==> config.mk <==
export PLATFORM = sky130hd
export DESIGN_NAME = aes_shift_rows_buf
export DESIGN_NICKNAME = d
export VERILOG_FILES = /design/src/rtl/aes_shift_rows_buf.sv
export SDC_FILE = /design/constraint.sdc
export NUM_CORES = 1
export LEC_CHECK = 0
export ABC_AREA = 1
export BUFFER_PORTS_ARGS = -buffer_cell sky130_fd_sc_hd__buf_2
export CORE_MARGIN = 5
export CORE_UTILIZATION = 47
export CTS_CLUSTER_SIZE = 14
export DETAILED_ROUTE_END_ITERATION = 10
export HOLD_SLACK_MARGIN = 0.03
export PLACE_DENSITY = 0.74
export REMOVE_ABC_BUFFERS = 1
export SLEW_MARGIN = 25
export SYNTH_ARGS = -nofsm -noshare
export SYNTH_HDL_FRONTEND = slang
export SYNTH_SLANG_ARGS = --single-unit
==> constraint.sdc <==
create_clock -name CLK -period 2.52 [get_ports CLK]
set_input_delay 0.126 -clock CLK [delete_from_list [all_inputs] [get_ports CLK]]
set_output_delay 0.126 -clock CLK [all_outputs]
set_load 0.05 [all_outputs]
==> src/rtl/aes_shift_rows_buf.sv <==
// Column-serial ShiftRows/InvShiftRows buffer feeding MixColumns.
// Define AES_SR_DOUBLE_BUF_EN for ping-pong banks; otherwise a single bank is used.
module aes_shift_rows_buf #(
    parameter int unsigned NUM_COLS = 4
) (
    input  logic        CLK,
    input  logic        RST_N,
    input  logic [31:0] SR_IN,
    input  logic        SR_IN_VALID,
    output logic        SR_IN_READY,
    input  logic        SR_E_D,
    input  logic [3:0]  SR_COUNT_ROUND,
    output logic [31:0] SR_OUT,
    output logic        SR_OUT_VALID,
    input  logic        SR_OUT_READY,
    output logic        SR_OUT_LAST,
    output logic        SR_OUT_E_D,
    output logic [3:0]  SR_OUT_COUNT_ROUND
);

`ifdef AES_SR_DOUBLE_BUF_EN
    localparam bit DoubleBuf = 1'b1;
`else
    localparam bit DoubleBuf = 1'b0;
`endif
    localparam logic [1:0] LastCol = 2'(NUM_COLS - 1);

    typedef enum logic [0:0] {StIdle, StSend} state_e;

    state_e      state_q;
    logic [31:0] mem_q [2][NUM_COLS];
    logic [1:0]  e_d_q;
    logic [3:0]  round_q [2];
    logic [1:0]  full_q;
    logic        wb_q, rb_q;
    logic [1:0]  wc_q, rc_q;

    logic        fill_hs, fill_done, drain_hs, drain_done, other_ready;
    logic [31:0] shifted;
    logic [1:0]  src;

    assign SR_IN_READY = !full_q[wb_q];
    assign fill_hs     = SR_IN_VALID && SR_IN_READY;
    assign fill_done   = fill_hs && (wc_q == LastCol);
    assign drain_hs    = SR_OUT_VALID && SR_OUT_READY;
    assign drain_done  = drain_hs && (rc_q == LastCol);
    // The other bank is (or is just becoming) full, so draining can continue without a bubble.
    assign other_ready = DoubleBuf && (full_q[~rb_q] || (fill_done && (wb_q != rb_q)));

    always_ff @(posedge CLK or negedge RST_N) begin
        if (!RST_N) begin
            state_q    <= StIdle;
            full_q     <= '0;
            wb_q       <= 1'b0;
            rb_q       <= 1'b0;
            wc_q       <= '0;
            rc_q       <= '0;
            e_d_q      <= '0;
            round_q[0] <= '0;
            round_q[1] <= '0;
        end else begin
            if (fill_hs) begin
                wc_q <= wc_q + 2'd1;
                if (wc_q == 2'd0) begin
                    e_d_q[wb_q]   <= SR_E_D;
                    round_q[wb_q] <= SR_COUNT_ROUND;
                end
                if (fill_done) begin
                    full_q[wb_q] <= 1'b1;
                    wb_q         <= DoubleBuf ? ~wb_q : wb_q;
                end
            end
            if (drain_hs) begin
                rc_q <= rc_q + 2'd1;
                if (drain_done) begin
                    full_q[rb_q] <= 1'b0;
                    rb_q         <= DoubleBuf ? ~rb_q : rb_q;
                end
            end
            unique case (state_q)
                StIdle: begin
                    if (full_q[rb_q] || (fill_done && (wb_q == rb_q))) state_q <= StSend;
                end
                StSend: begin
                    if (drain_done && !other_ready) state_q <= StIdle;
                end
                default: state_q <= StIdle;
            endcase
        end
    end

    // Data storage needs no reset: outputs are gated by SR_OUT_VALID.
    always_ff @(posedge CLK) begin
        if (fill_hs) mem_q[wb_q][wc_q] <= SR_IN;
    end

    always_comb begin
        shifted = '0;
        src     = '0;
        for (int r = 0; r < 4; r++) begin
            src = e_d_q[rb_q] ? (rc_q + 2'(r)) : (rc_q - 2'(r));
            shifted[31-8*r -: 8] = mem_q[rb_q][src][31-8*r -: 8];
        end
    end

    assign SR_OUT_VALID       = (state_q == StSend);
    assign SR_OUT             = SR_OUT_VALID ? shifted : '0;
    assign SR_OUT_LAST        = SR_OUT_VALID && (rc_q == LastCol);
    assign SR_OUT_E_D         = SR_OUT_VALID && e_d_q[rb_q];
    assign SR_OUT_COUNT_ROUND = SR_OUT_VALID ? round_q[rb_q] : '0;

endmodule

==> results of run 1 <==
worst min path at each step:
stage / depth (start not counted) / endpoint / start / slack, ps
4_1_cts: 3 / rc_q[0] / SR_OUT_READY / 60
3_5_place_dp: 1 / round_q[4] / RST_N / 20
5_1_grt: 3 / rc_q[0] / SR_OUT_READY / 70
6_report: 3 / rc_q[0] / SR_OUT_READY / 70
2_1_floorplan: 0 / SR_OUT_VALID / RST_N / -170
3_3_place_gp: 1 / round_q[7] / RST_N / 10
registers in the layout, summed over array words and instances, names as in the netlist:
name and cells:
e_d_q 1, SR_OUT_VALID 1, round_q 4, wc_q 2, rc_q 2, full_q 1
mem_q 128
cells in the mapped netlist:
master      n
nand2_1   218
edfxtp_1  128
inv_1     111
nor2_1     38
nand3_1    33
a21oi_1    19
dfrtp_1    11
buf_2       9
buf_4       6
buf_6       6
ha_1        5
inv_2       3
clkbuf_1    2
nand2_2     2
o21ai_0     2
xor2_1      2
clkinv_1    1
cell type report:
class / instances / share of cell area
clock buffers: 17 / 0.0556
clock inverters: 15 / 0.0266
inverters: 115 / 0.0564
multi-input cells: 319 / 0.176
flip-flops and latches: 139 / 0.538
well taps: 172 / 0.0281
repair buffers: 130 / 0.119
critical path, delay by kind of cell (launching register included):
kind	cells	cell delay, ps
buffers and inverters	2	360
adders and majority gates	1	330
and+or+nand+nor	5	620
DFF	1	430
cell families (layout without fill, tap and decap cells):
family,after synthesis,count (layout),share of synthesized area
buffers and inverters,138,277,0.0988
AOI/OAI and AO/OA,21,21,0.0174
and+or+nand+nor,291,291,0.189
DFF,139,139,0.682
adders and majority gates,5,5,0.0104
xor gates and xnor gates,2,2,0.00290
layer usage:
metal,up-vias,share of wire,global-route usage
li1,2107,-,-
met1,2040,0.43,0.226
met2,110,0.51,0.326
met3,14,0.058,0.0554
met4,0,0.0093,0.0595
met5,-,0,0
through the flow:
| stage | utilization | std cells | hold WS, ps | setup TNS [ps] | worst slack [ps] |
|---|---|---|---|---|---|
| floorplan | - | 573 | -170 | -40210 | -592 |
| global route | 0.606 | 907 | 68.6 | 0 | 64.0 |
| detailed placement | 0.526 | 836 | 24.0 | 0 | 624 |
| CTS | 0.606 | 907 | 59.8 | 0 | 224 |
| finish | 0.606 | 907 | 71.3 | 0 | 237 |
| global placement | 0.526 | 836 | 13.3 | 0 | 656 |
repair_timing:
item / CTS / global route
endpoints found under the setup margin: 0 / 0
hold buffers: 39 / 0
resized for setup: 0 / 0
hold endpoints to repair: 145 / 0
==> reports/metrics.yaml, run 1 <==
sta:
  slew_headroom: 0.606
  rsz0062_at_grt: "no"
  final-hold-violation-count: 0
  min_period_ps: 2280
  tightest_slew_ps: 588
  setup_viol: 0
  finalClockSkew_ps: 6.19
  min_period_over_period: 0.906
  slew_violations: 0
  timing.fmax_mhz: 438
synthesis:
  synth_seq_cells: 139
  synth_top_area_share: 0.636
  ys_seq_area_frac: 0.682
  syn_inst: 596
  synth_cell_types: 17
  synth.yosys.warnings: 0
  synth.cell_area_um2: 6040
  yosys.area.top_type: "edfxtp_1"
  synth_top_cells_by_area: "edfxtp_1 (64%), nand2_1 (14%), inv_1 (6.9%), dfrtp_1 (4.6%), nand3_1 (2.7%)"
  syn_avg_cell_area_um2: 10.1
clock_tree:
  post-cts-setup-buffer-count: 0
  clk_latency_ps: 420
  clockRootBuffer: "clkbuf_16"
  path_clk_slew_ps: 60
  htree_levels: 4
  numCtsBuffers: 17
  cts.sinks: 139
  tritoncts: "built"
  clock_path_buffers: 2
place:
  place_area_um2: 6630
  place.gp.congestion: 0.797
  dp_hpwl_um: 8030
  port_buffers: 80
critical_path:
  worst_path_largest_cell_delay_ps: 430
  r2r-start: "full_q[0]"
  critPathKind: "flop to primary output"
  cpMaxStageDelayCell: "dfrtp_2"
  critPathMaxFanout: 16
  crit_end: "SR_OUT[2]"
  crit_path_frequent_cell: "nand2_1"
  startpoint: "rc_q[0]"
  arrival_ps: 2160
  cp_data_required_time_ps: 2390
  start_kind: "flop"
  cp-end-kind: "primary output"
  rrSetupSlack_ps: 580
  rr_worst_depth: 4
  rr_endpoint: "mem_q[0][3]"
  cp_cell_sequence: "ha_1, inv_1, nand2_1, nand2_2, nand2_1, nand2_1, nor2_1, buf_2"
cells_and_area:
  antenna_cells: 0
  regArea_um2: 4120
  fill_cells: 1039
  fin_area_um2: 7650
  area_delta_synth_final_pct: 26.7
  multi_input_area_um2: 1350
  drive_gt1_frac: 0.176
  mostFrequentLayoutCell: "nand2_1"
  layout_common_cells: "nand2_1 (218), edfxtp_1 (128), inv_1 (110), buf_2 (80), dlygate4sd3_1 (39)"
  nNetsFinal: 768
route:
  detail-route-antenna-nets: 0
  via_per_inst: 4.71
  dr.pass1.iters: 5
  wl_um: 13100
  drt-wirelength-per-cell_um: 14.5
  post-route-drc-count: 0
  vias: 4271
  drtIter0Drc: 281
status:
  outcome: "complete, no violations"
die:
  core_um2: 12600
  fp.dieArea_um2: 15200
  dieHeight_um: 123
  start_util: 0.479
  pin_count: 81
  rows: 41
  die_x_um: 123
flow_run:
  cap_violations: 0
global_route:
  grt_pass1_vias: 4431
  grt_first_pass_wirelength_um: 21300
  grt_overflow_total: 0
  grt_max_degree: 48
  antenna_found_initial: 0
  grtUsageTotal: 0.188
worst_hold_path:
  min_path_type: "primary input to flop"
Power of run 1 is left out: the tool's default activity adds up to more than one toggle a clock period on the data nets, which glitch-free logic cannot reach.
==> run 2, diff against run 1 <==
- ABC_AREA: 1 -> unset
- CTS_CLUSTER_SIZE: 14 -> 30
==> run 2 against run 1 <==
  * Sequential share of layout area increased by 4.6 points
  * Area after synthesis decreased by 9.8%
  * Clock skew is 1.8 ps lower
  * Sequential cell count stayed put
  * Core utilization is 1.4 points higher
  * Non-clock buffer count is 2 lower
  * Register-to-register slack got worse by 60 ps
  * Die area shrank 9.0%
==> reports/metrics.yaml, run 2 <==
status:
  outcome: "complete, no violations"
sta:
  setup_viol: 0  # unchanged
  tightest_slew_ps: 482  # -106 ps
  finalClockSkew_ps: 4.41  # -1.78 ps
  rsz0062_at_grt: "no"
  setup_ws_ps: 143  # -93.6 ps
  final-hold-violation-count: 0  # unchanged
  final.setup.tns_ps: 0  # unchanged
  timing.fmax_mhz: 421  # -3.9%
  min_period_ps: 2380  # +93.6 ps
  min_period_over_period: 0.943  # +0.0371
  slew_headroom: 0.677  # +0.0710
  slew_violations: 0  # unchanged
cells_and_area:
  area_delta_synth_final_pct: 29.4
  largest_reg_flops: 128  # unchanged
  top_register: "mem_q"
  mostFrequentLayoutCell: "edfxtp_1"
  largestRegisters: "mem_q x128, round_q x4"
  layout_common_cells: "edfxtp_1 (128), buf_2 (80), dlygate4sd3_1 (39), and2_1 (38), mux4_2 (24)"
  fill_cells: 836  # -20%
  nNetsFinal: 433  # -44%
  drive_gt1_frac: 0.375  # +0.199
  antenna_cells: 0  # unchanged
  final_util: 0.620  # +0.0137
global_route:
  antenna_found_initial: 0  # unchanged
  grt_pass1_vias: 3040  # -31%
  grtUsageTotal: 0.154  # -0.0337
  grt_max_degree: 34  # -29%
  grt_first_pass_wirelength_um: 16300  # -24%
  grt_overflow_total: 0  # unchanged
critical_path:
  cp-end-kind: "primary output"
  start_kind: "flop"
  critPathMaxFanout: 8  # -8
  arrival_ps: 2250  # +90 ps
  critPathKind: "flop to primary output"
  cp_data_required_time_ps: 2390  # about the same
synthesis:
  async_reset_ff_frac: 0.0791  # unchanged
  synth_edf_count: 128  # unchanged
  syn_avg_cell_area_um2: 21.8  # +120%
  synth_top_cells_by_area: "edfxtp_1 (71%), mux4_2 (9.9%), dfrtp_1 (5.1%), and2_1 (4.7%), mux4_1 (3.9%)"
  yosys.area.top_type: "edfxtp_1"
  synthMostInstantiatedCell: "edfxtp_1"
  synth_cell_types: 20  # +3
  syn_inst: 250  # -58%
  synth.yosys.warnings: 0  # unchanged
  ys_seq_area_frac: 0.756  # +0.0741
  synthTopCellsByCount: "edfxtp_1 (128), and2_1 (41), mux4_2 (24)"
  synth_seq_cells: 139  # unchanged
  synth.cell_area_um2: 5450  # -9.8%
  synth-main-ff-cell: "edfxtp_1"
  synth_top_area_share: 0.706  # +0.0691
worst_hold_path:
  min_path_type: "primary input to flop"
die:
  fp.dieArea_um2: 13800  # -9.0%
  pin_count: 81  # unchanged
  dieHeight_um: 118  # -4.6%
  start_util: 0.479  # +0.000562
  rows: 39  # -4.9%
  core_um2: 11400  # -9.9%
  die_x_um: 118  # -4.6%
place:
  pre_cts_ws_ps: 452  # -172 ps
  place.gp.congestion: 0.697  # -13%
  port_buffers: 80  # unchanged
  dp_hpwl_um: 6020  # -25%
clock_tree:
  tritoncts: "built"
  clk_latency_ps: 400  # -20 ps
  htree_levels: 4  # unchanged
  clockRootBuffer: "clkbuf_16"
  clock_path_buffers: 2  # unchanged
  path_clk_slew_ps: 50  # about the same
  numCtsBuffers: 17  # unchanged
  cts.sinks: 139  # unchanged
route:
  dr.pass1.iters: 4  # -1
  detail-route-antenna-nets: 0  # unchanged
  drtIter0Drc: 120  # -57%
  vias: 2760  # -35%
  post-route-drc-count: 0  # unchanged
  via_per_inst: 5.08  # +7.9%
  wl_um: 10000  # -24%
  drt-wirelength-per-cell_um: 18.4  # +27%
flow_run:
  cap_violations: 0  # unchanged
[run 2: stage by stage]
stage / area (um2) / instances / hold slack (ps)
4_1_cts: 7030 / 542 / 35.5
6_report: 7050 / 543 / 61.8
2_1_floorplan: 5380 / 240 / -170
3_5_place_dp: 6070 / 471 / 10.4
5_1_grt: 7050 / 543 / 77.0
3_3_place_gp: 6070 / 471 / 4.02
[run 2: routing by layer]
layer / track usage / vias to the layer above / wire length, um
li1: - / 1277 / -
met1: 0.199 / 1402 / 4540
met2: 0.246 / 71 / 4880
met3: 0.0509 / 10 / 455
met4: 0.0559 / 0 / 126
met5: 0 / - / 0
[run 2: what timing repair did]
item / in CTS / in global routing
hold buffers: 39 / 0
endpoints found under the setup margin: 0 / 29
hold endpoints to repair: 146 / 0
setup buffers: 0 / 1
resized for setup: 0 / 2
[run 2: path summary, 6_finish.rpt]
check | cells past startpoint | startpoint | endpoint | slack [ps]
max in group asynchronous | 2 | RST_N | rc_q[0] | 2160
hold / removal | 3 | SR_IN_VALID | full_q[0] | 60
hold reg to reg | 1 | round_q[6] | round_q[6] | 490
setup / recovery | 6 | rc_q[0] | SR_OUT[23] | 140
setup reg to reg | 4 | full_q[0] | mem_q[0][98] | 520
min in group asynchronous | 2 | RST_N | round_q[6] | 130
[run 2: cell type report]
type,instances,area [um2],share of cell area
Clock buffer,22,464,0.0658
Tap cell,143,179,0.0254
Timing Repair Buffer,128,925,0.131
Sequential cell,139,4120,0.584
Clock inverter,10,98.8,0.0140
Inverter,5,18.8,0.00266
Multi-Input combinational cell,96,1250,0.177
[run 2: kinds of logic (layout without fill, tap and decap cells)]
group | after synthesis | after routing | share of synthesized area
flip-flops | 139 | 139 | 0.756
AO/OA/AOI/OAI | 4 | 4 | 0.00413
multiplexers | 38 | 38 | 0.150
XOR/XNOR | 4 | 4 | 0.0113
AND/OR/NAND/NOR | 45 | 45 | 0.0505
buffers and inverters | 15 | 165 | 0.0163
adder cells (fa/ha/maj) | 5 | 5 | 0.0115
[run 2: worst max-delay path, stage by stage, from the launching register on]
cell and delay, ps:
dfrtp_2 410, ha_2 410, xnor2_2 140, buf_4 220, mux4_1 290, and2_1 180, buf_2 210
Power of run 2 is left out for the same reason.
==> run 3, diff against run 2 <==
--- a/config.mk
+++ b/config.mk
@@ -12,2 +12,3 @@
 export DETAILED_ROUTE_END_ITERATION = 10
+export GPL_TIMING_DRIVEN = 0
 export HOLD_SLACK_MARGIN = 0.03
==> constraint.sdc (replaced) <==
create_clock -name CLK -period 2.52 [get_ports CLK]
set_input_delay 0.252 -clock CLK [delete_from_list [all_inputs] [get_ports CLK]]
set_output_delay 0.252 -clock CLK [all_outputs]
set_load 0.01 [all_outputs]
==> run 3 against run 2 <==
  * Register-to-register slack better by 70 ps
  * Core utilization down 2.1 points
  * Hold slack worse by 8.2 ps
  * Maximum frequency down 6.7%
  * Sequential share of layout area up 2.1 points
  * Global-route usage about the same
  * Count of clock-buffer cells in the layout up 2
  * Critical path depth up 1
  * The flow now finishes with violations (negative setup slack)
  * Highest routed layer unchanged
  * Via count down 3.7%
  * Die area unchanged
==> reports/metrics.yaml, run 3 (synthesis results as in run 2) <==
clock_tree:
  clockRootBuffer: "clkbuf_16"
  path_clk_slew_ps: 60  # about the same
  htree_levels: 4  # unchanged
  clock_path_buffers: 2  # unchanged
  cts.sinks: 139  # unchanged
  numCtsBuffers: 17  # unchanged
  clk_latency_ps: 410  # about the same
  tritoncts: "built"
cells_and_area:
  top_register: "mem_q"
  fill_cells: 832  # -0.48%
  multi_input_area_um2: 1270  # +1.6%
  largest_reg_flops: 128  # unchanged
  area_delta_synth_final_pct: 25.1
  antenna_cells: 0  # unchanged
  layout_common_cells: "edfxtp_1 (128), buf_2 (79), and2_1 (37), mux4_2 (25), clkbuf_16 (17)"
  nNetsFinal: 398  # -8.1%
  mostFrequentLayoutCell: "edfxtp_1"
  largestRegisters: "mem_q x128, round_q x4"
  final_util: 0.599  # -0.0209
  drive_gt1_frac: 0.430  # +0.0551
  regArea_um2: 4130  # +0.18%
  fin_area_um2: 6810  # -3.4%
place:
  place_area_um2: 6100  # +0.39%
  place.gp.congestion: 0.659  # -5.5%
  port_buffers: 80  # unchanged
  dp_hpwl_um: 5900  # -1.9%
die:
  start_util: 0.479  # unchanged
  die_x_um: 118  # unchanged
  pin_count: 81  # unchanged
  fp.dieArea_um2: 13800  # unchanged
  core_um2: 11400  # unchanged
  rows: 39  # unchanged
  dieHeight_um: 118  # unchanged
global_route:
  antenna_found_initial: 0  # unchanged
  grt_pass1_vias: 2971  # -2.3%
  grt_max_degree: 42  # +24%
  grtUsageTotal: 0.155  # +0.000495
  grt_overflow_total: 0  # unchanged
  grt_first_pass_wirelength_um: 16200  # -0.47%
route:
  wl_um: 10000  # +0.31%
  vias: 2657  # -3.7%
  dr.pass1.iters: 4  # unchanged
  via_per_inst: 5.23  # +2.9%
  drtIter0Drc: 122  # +1.7%
  detail-route-antenna-nets: 0  # unchanged
  drt-wirelength-per-cell_um: 19.8  # +7.2%
  post-route-drc-count: 0  # unchanged
pwr:
  p_per_area_nw_per_um2: 1330
  ir_drop_mv: 0.956
  p_leak_nw: 2.49
  combPwrFrac: 0.387
  p_switching_mw: 2.66
  finalPower_mw: 9.07
  pwr-share-seq: 0.351
  clock_power_share: 0.261
  internal_power_mw: 6.40
  swShare: 0.294
critical_path:
  cp_cell_sequence: "buf_12, ha_4, xor2_4, buf_12, mux4_2, and2_1, buf_2"
  arrival_ps: 2300  # +50 ps
  rrSetupSlack_ps: 590  # +70 ps
  crit_end: "SR_OUT[0]"
  critPathMaxFanout: 7  # -1
  worst_path_largest_cell_delay_ps: 490  # +80 ps
  cpMaxStageDelayCell: "dfrtp_4"
  rr_worst_depth: 4  # unchanged
  start_kind: "flop"
  r2r-start: "full_q[0]"
  crit_path_frequent_cell: "buf_12"
  rr_endpoint: "mem_q[0][120]"
  critPathKind: "flop to primary output"
  cp-end-kind: "primary output"
  cp_data_required_time_ps: 2270  # -120 ps
  startpoint: "rc_q[0]"
sta:
  setup_ws_ps: -27.2  # -170 ps
  rsz0062_at_grt: "yes"
  finalClockSkew_ps: 5.80  # +1.39 ps
  min_period_ps: 2550  # +170 ps
  slew_headroom: 0.536  # -0.140
  timing.fmax_mhz: 393  # -6.7%
  min_period_over_period: 1.01  # +0.0675
  setup_viol: 4  # +4
  final-hold-violation-count: 0  # unchanged
  final.setup.tns_ps: -60.7  # -60.7 ps
  tightest_slew_ps: 695  # +213 ps
  slew_violations: 0  # unchanged
  fin_hold_ws_ps: 53.6  # -8.16 ps
status:
  failed_checks: "negative setup slack"
  outcome: "finished with violations"
worst_hold_path:
  min_path_type: "primary input to flop"
flow_run:
  cap_violations: 0  # unchanged
## run 3: cell types whose count changed in the layout (fill, tap and decap cells not counted), sizes merged
| cell | change |
|---|---|
| buf | +2 |
| bufbuf | +1 |
| clkbuf | +2 |
| clkinv | -4 |
| clkinvlp | +1 |
| dlygate4sd3 | -38 |
| inv | +1 |
## run 3: per-stage QoR
stage	cells	setup WS, ps
2_1_floorplan	240	-448
3_3_place_gp	463	-1470
3_5_place_dp	468	-413
4_1_cts	508	-51.1
5_1_grt	508	-106
6_report	508	-27.2
## run 3: layout make-up
cell class              count  share of cell area
flip-flops and latches    139               0.606
multi-input cells          96               0.186
repair buffers             93              0.0953
clock buffers              24              0.0707
well taps                 143              0.0263
clock inverters             8              0.0134
inverters                   5             0.00275
## run 3: power groups by stage
stage	Combinational (mW)	Sequential, mW	Clock, mW
after CTS	3.54	3.20	2.41
after floorplan	1.85	3.27	0
after global routing	3.82	3.24	2.53
after global placement	2.77	3.43	0
after detailed placement	3.01	3.35	0
final	3.51	3.19	2.37
## run 3: critical path, delay by kind of cell, from the launching register on
| kind | cells | cell delay [ps] |
|---|---|---|
| adders and majority gates | 1 | 310 |
| DFF | 1 | 490 |
| xor gates and xnor gates | 1 | 210 |
| and+or+nand+nor | 1 | 160 |
| buffers and inverters | 3 | 410 |
| muxes | 1 | 300 |
## run 3: what timing repair did
item                       CTS  global route
gates resized for setup      5             3
setup buffers                6             0
setup endpoints to repair   16            14
pin swaps                    3             2
cloned                       1             0
hold endpoints to repair    11             0
hold buffers                 1             0
## run 3: worst min path at each step
| stage | from | end | slack, ps | depth (start not counted) |
|---|---|---|---|---|
| 2_1_floorplan | RST_N | SR_OUT_VALID | -40 | 0 |
| 3_3_place_gp | RST_N | round_q[6] | 130 | 1 |
| 3_5_place_dp | RST_N | round_q[4] | 140 | 1 |
| 4_1_cts | SR_OUT_READY | full_q[0] | 30 | 2 |
| 5_1_grt | SR_IN[10] | mem_q[0][74] | 40 | 1 |
| 6_report | SR_IN[10] | mem_q[0][74] | 50 | 1 |
## run 3: per-layer routing
metal | GRT usage | part of all wire | up-vias
met5 | 0 | 0 | -
met4 | 0.0710 | 0.025 | 0
met3 | 0.0490 | 0.052 | 20
met2 | 0.243 | 0.48 | 71
met1 | 0.198 | 0.44 | 1364
li1 | - | - | 1202
(Power assumes the default switching activity.)
